--- src/rtl/uart_tx.sv ---
// uart_tx: byte-at-a-time UART transmitter.
// Frames start, 8 data bits LSB first, optional parity and stop bit(s).
module uart_tx #(
  parameter int unsigned CLKS_PER_BIT = 87,
  parameter int unsigned STOP_BITS    = 1,
  parameter int unsigned PARITY       = 0
) (
  input  logic       i_clk,
  input  logic       i_rst_n,
  input  logic       i_valid,
  input  logic [7:0] i_data,
  output logic       o_accept,
  output logic       o_tx,
  output logic       o_busy
);

  localparam int unsigned CW = $clog2(CLKS_PER_BIT);
  localparam logic [CW-1:0] CNT_MAX = CW'(CLKS_PER_BIT - 1);
  localparam logic [2:0] STOP_LAST = 3'(STOP_BITS - 1);

  typedef enum logic [2:0] {
    S_IDLE,
    S_START,
    S_DATA,
    S_PAR,
    S_STOP
  } state_t;

  state_t        state_q, state_d;
  logic [CW-1:0] cnt_q, cnt_d;
  logic [2:0]    idx_q, idx_d;
  logic [7:0]    shift_q, shift_d;
  logic          par_q, par_d;
  logic          tx_q, tx_d;
  logic          acc_q, acc_d;
  logic          busy_q, busy_d;
  logic          bit_end;

  assign bit_end  = (cnt_q == CNT_MAX);
  assign o_tx     = tx_q;
  assign o_accept = acc_q;
  assign o_busy   = busy_q;

  // State, counters and registered line outputs.
  always_ff @(posedge i_clk or negedge i_rst_n) begin
    if (!i_rst_n) begin
      state_q <= S_IDLE;
      cnt_q   <= '0;
      idx_q   <= '0;
      shift_q <= '0;
      par_q   <= 1'b0;
      tx_q    <= 1'b1;
      acc_q   <= 1'b0;
      busy_q  <= 1'b0;
    end else begin
      state_q <= state_d;
      cnt_q   <= cnt_d;
      idx_q   <= idx_d;
      shift_q <= shift_d;
      par_q   <= par_d;
      tx_q    <= tx_d;
      acc_q   <= acc_d;
      busy_q  <= busy_d;
    end
  end

  // Next-state and next-output logic; outputs change only at bit edges.
  always_comb begin
    state_d = state_q;
    cnt_d   = bit_end ? '0 : cnt_q + CW'(1);
    idx_d   = idx_q;
    shift_d = shift_q;
    par_d   = par_q;
    tx_d    = tx_q;
    acc_d   = 1'b0;
    busy_d  = busy_q;
    unique case (state_q)
      S_IDLE: begin
        cnt_d = '0;
        tx_d  = 1'b1;
        if (i_valid) begin
          state_d = S_START;
          shift_d = i_data;
          par_d   = (PARITY == 2) ? ~^i_data : ^i_data;
          tx_d    = 1'b0;
          acc_d   = 1'b1;
          busy_d  = 1'b1;
        end
      end
      S_START: begin
        if (bit_end) begin
          state_d = S_DATA;
          idx_d   = '0;
          tx_d    = shift_q[0];
        end
      end
      S_DATA: begin
        if (bit_end) begin
          if (idx_q == 3'd7) begin
            idx_d = '0;
            if (PARITY != 0) begin
              state_d = S_PAR;
              tx_d    = par_q;
            end else begin
              state_d = S_STOP;
              tx_d    = 1'b1;
            end
          end else begin
            idx_d   = idx_q + 3'd1;
            shift_d = shift_q >> 1;
            tx_d    = shift_q[1];
          end
        end
      end
      S_PAR: begin
        if (bit_end) begin
          state_d = S_STOP;
          idx_d   = '0;
          tx_d    = 1'b1;
        end
      end
      S_STOP: begin
        tx_d = 1'b1;
        if (bit_end) begin
          if (idx_q == STOP_LAST) begin
            state_d = S_IDLE;
            idx_d   = '0;
            busy_d  = 1'b0;
          end else begin
            idx_d = idx_q + 3'd1;
          end
        end
      end
      default: begin
        state_d = S_IDLE;
        cnt_d   = '0;
        idx_d   = '0;
        tx_d    = 1'b1;
        busy_d  = 1'b0;
      end
    endcase
  end

endmodule

--- config.mk ---
export PLATFORM = sky130hd
export DESIGN_NAME = uart_tx
export DESIGN_NICKNAME = d
export VERILOG_FILES = /design/src/rtl/uart_tx.sv
export SDC_FILE = /design/constraint.sdc
export NUM_CORES = 1
export LEC_CHECK = 0
export CAP_MARGIN = 20
export CORE_ASPECT_RATIO = 1.5
export CORE_MARGIN = 1
export CORE_UTILIZATION = 52
export CTS_BUF_LIST = sky130_fd_sc_hd__clkbuf_4 sky130_fd_sc_hd__clkbuf_8
export CTS_CLUSTER_DIAMETER = 40
export DETAILED_ROUTE_END_ITERATION = 8
export GPL_TIMING_DRIVEN = 1
export MAX_ROUTING_LAYER = met4
export PLACE_DENSITY_LB_ADDON = 0.25
export SLEW_MARGIN = 20
export SYNTH_ARGS = -nofsm -noshare
export SYNTH_HDL_FRONTEND = slang
export SYNTH_SLANG_ARGS = --single-unit
--- constraint.sdc ---
create_clock -name i_clk -period 2.1 [get_ports i_clk]
set_input_delay 0.315 -clock i_clk [delete_from_list [all_inputs] [get_ports i_clk]]
set_output_delay 0.315 -clock i_clk [all_outputs]
set_load 0.01 [all_outputs]
==> impl_summary.txt, run 1 <==
----------------------------------------------------
[Outcome]
  Result of the run ... completed

[Pwr]
  Total internal power ... 0.0008374 W
  Part of the power in registers ... 56.3%
  VDD IR max ... 626.8 uV
  Fraction of power consumed by combinational cells ... 22.8%
  Part of the power in the clock network ... 20.9%
  Switch share ... 28.20%
  Power per unit of standard cell area ... 763.4 nW/um2
  P_leak ... 0.6724 nW
  Switching Power ... 0.0003289 W
  Pwr Total ... 0.001166 W

[Die]
  Count of pins on the block boundary ... 14
  Starting Density ... 56.43%
  Overall die width ... 42.67 um
  Site row count ... 21
  Die span in y ... 63 um
  Core Footprint ... 2286 um2
  Die Footprint ... 2688 um2

[Synth]
  Sequential element share of the synthesized area ... 46.65%
  Count of state elements after synthesis ... 24
  Syn_nets ... 137
  Synth Warn # ... 0
  Mean post-synth cell area ... 10.75 um2
  Post-Synthesis Cells ... 120
  Synthesized area ... 1290 um2
  Library cells used by synthesis ... 34

[Clocking]
  Clock latency of the later-clocked register in the worst-skew pair ... 0.31 ns
  Number of hold-repair buffers added at the cts stage ... 0
  CTS tree ... yes
  Inserted Clock Buffers ... 3
  H-tree levels ... 1
  CTS Sinks ... 24
  Root buf cell ... clkbuf_4
  Clock-pin transition on the worst setup and hold timing paths ... 0.13 ns
  Clock tree buffer depth ... 2

[Routing]
  Via count ... 948
  Via count normalized by instance count ... 5.780
  Post-detailed-route DRC marker count ... 0
  Iter 0 DRT Violations ... 24
  Final routed wire length divided by cell count ... 15.44 um
  Total wire length after detailed routing ... 2532 um
  DR pass1 iterations ... 4
  Number of nets with antenna violations after routing ... 0

[Timing]
  Count of final max-slew check failures ... 0
  Setup violators final ... 0
  Slew of the pin with the lowest slew margin ... 0.5188 ns
  Final setup slack of the worst path ... 0.09599 ns
  Part of the cycle the worst path needs ... 95.43%
  Fmax ... 499.0 MHz
  Time the final worst path needs with I/O delays and setup ... 2.004 ns
  Post-Route Skew ... 0.001138 ns
  Count of endpoints failing hold in the final timing report ... 0
  Rel. slew slack ... 65.18%

[Worst setup path]
  Start-to-end type of the worst setup path ... reg2reg
  Cell-by-cell trace of the critical path ... ha_1 -> ha_1 -> nor2b_1 -> nand4_2 -> a211oi_4 -> buf_6 -> mux2_2
  Maximum single-stage delay on the critical path ... 0.42 ns
  Worst endpoint required time ... 2.32 ns
  Critical path buffer and inverter count ... 1
  Maximum fanout along the worst path ... 7
  Startpoint class of the critical path ... register
  Critical path capture point type ... register
  Slowest cell on the critical path ... dfrtp_1
  CP delay by family, top ... adder cells
  Cell type with the highest occurrence count on the critical path ... ha_1
  WP data arrival ... 2.22 ns

[GRT]
  Largest net degree at the start of global routing ... 25
  Vias in the first global route ... 972
  Global-route wire length before repair ... 4429 um
  GRT Resource Usage Total ... 22.12%
  Grt ovf ... 0
  Antenna violations before repair ... 0

[Finish]
  Share of cells above drive strength 1 ... 23.40%
  Area overhead of the layout relative to synthesis ... 18.43%
  Final net count ... 159
  Storage element area ... 601.8 um2
  Area of all placed cells without fillers ... 1528 um2
  Non-filler cells in the finished layout ... 164
  Multi-input logic area ... 648.1 um2
  Antenna Cells ... 0
  Most common library cell in the layout ignoring fill and taps ... dfrtp_1
  Commonest cells after routing, fill and taps aside ... 23 x dfrtp_1, 15 x mux2_2, 14 x nor2_1, 13 x clkdlybuf4s50_1, 7 x inv_1
  Layout Utilization ... 66.83%
  Layout filler cell count ... 196

[Worst hold path]
  Path category of the worst min-delay check ... in2async

[Placement]
  Number of port buffers ... 13
  Setup slack after placement ... 0.008364 ns
  Cell area after placement ... 1465 um2
  Number of instances in the placed design ... 157
  Gp weighted congestion ... 0.8755
  Detailed placer's ending HPWL ... 1791 um

[Flow run]
  Reported max-cap violation count ... 0

----------------------------------------------------
[final cells by class]
cell class | instances | share of cell area (%)
sequential | 24 | 39.39
inverter | 7 | 1.720
clock buffer | 4 | 2.375
multi-input combinational | 86 | 42.42
tap | 23 | 1.884
timing repair buffer | 20 | 12.20
[synth_stat cells, drive strengths merged]
master,n,area [um2]
o2111ai,1,8.760
o31a,2,17.52
clkbuf,2,8.750
nand4,1,12.51
and4bb,1,12.51
dfstp,1,26.28
o21ai,5,25.02
xor2,2,17.52
a211oi,1,20.02
mux2,15,168.9
ha,6,75.07
a22o,1,8.760
maj3,1,11.26
xnor2,3,26.28
nor2,14,52.55
nand3,7,40.04
o31ai,1,7.510
and3,2,13.77
dfrtp,23,575.6
or2,1,6.260
buf,1,5.000
nor2b,1,6.260
nand2,4,15.01
a21oi,4,20.02
nand2b,3,18.77
o211ai,4,30.03
o22ai,1,6.260
inv,7,26.28
a22oi,1,7.510
nor3,4,20.02
[power groups by stage]
stage	clock network [W]	logic, W	registers, W
after floorplan	0	0.000186	0.000644
after global placement	0	0.000258	0.000659
after detailed placement	0	0.000266	0.000667
after CTS	0.000251	0.000269	0.000657
after global routing	0.000270	0.000298	0.000675
final	0.000244	0.000266	0.000656
[cell families after synthesis]
| family | count (synthesis) | share of synthesized area, % |
|---|---|---|
| adder cells (fa/ha/maj) | 7 | 6.692 |
| AND/OR/NAND/NOR | 38 | 15.33 |
| XOR/XNOR | 5 | 3.395 |
| multiplexers | 15 | 13.09 |
| AO/OA/AOI/OAI | 21 | 11.74 |
| buffers and inverters | 10 | 3.103 |
| flip-flops | 24 | 46.65 |
[worst reg2reg max path: cells and delay by family (launching register included)]
kind	cells	cell delay, ns
fa+ha+maj	2	0.46
flops	1	0.42
mux	1	0.33
simple gates	2	0.29
compound gates	1	0.24
buf+inv	1	0.16
[state kept, by name, indices dropped and copies added (netlist names)]
register / count
o_tx: 1
shift_q: 8
o_busy: 1
o_accept: 1
cnt_q: 7
idx_q: 3
state_q: 3
[per-layer routing]
layer  up-vias  track usage (%)  part of all wire [%]
met5         -                -                     0
met4         0            11.72                   2.7
met3         6            2.890                   2.8
met2        18            34.09                    53
met1       460            27.79                    41
li1        464                -                     -
[final timing paths]
check	startpoint	endpoint	slack, ns	cells after the start
setup / recovery	idx_q[0]	shift_q[4]	0.1	7
hold / removal	i_rst_n	cnt_q[4]	0.34	2
hold reg to reg	cnt_q[0]	cnt_q[0]	0.49	1
min in group i_clk	cnt_q[0]	cnt_q[0]	0.49	1
setup reg to reg	idx_q[0]	shift_q[4]	0.1	7
max in group asynchronous	i_rst_n	o_tx	1.48	2
[per-stage QoR]
step / hold WS [ns] / TNS [ns]
2_1_floorplan: 0.01941 / 0
3_3_place_gp: 0.4635 / 0
3_5_place_dp: 0.4777 / 0
4_1_cts: 0.3488 / 0
5_1_grt: 0.3489 / -0.0006131
6_report: 0.3392 / 0
[timing repair]
item,CTS,global route
buffers inserted,1,2
gates cloned,0,0
setup endpoints to repair,7,7
gates resized for setup,0,1
pin swaps,1,0
Note: power is estimated with default switching activity, not from simulation.
==> inputs of run 2 (changes only) <==
--- a/config.mk
+++ b/config.mk
@@ -7,7 +7,6 @@
 export LEC_CHECK = 0
 export CAP_MARGIN = 20
 export CORE_ASPECT_RATIO = 1.5
-export CORE_MARGIN = 1
 export CORE_UTILIZATION = 52
 export CTS_BUF_LIST = sky130_fd_sc_hd__clkbuf_4 sky130_fd_sc_hd__clkbuf_8
 export CTS_CLUSTER_DIAMETER = 40
==> results of run 2 <==
Same layout as run 1: the final DEF is identical, and so are final timing and power.
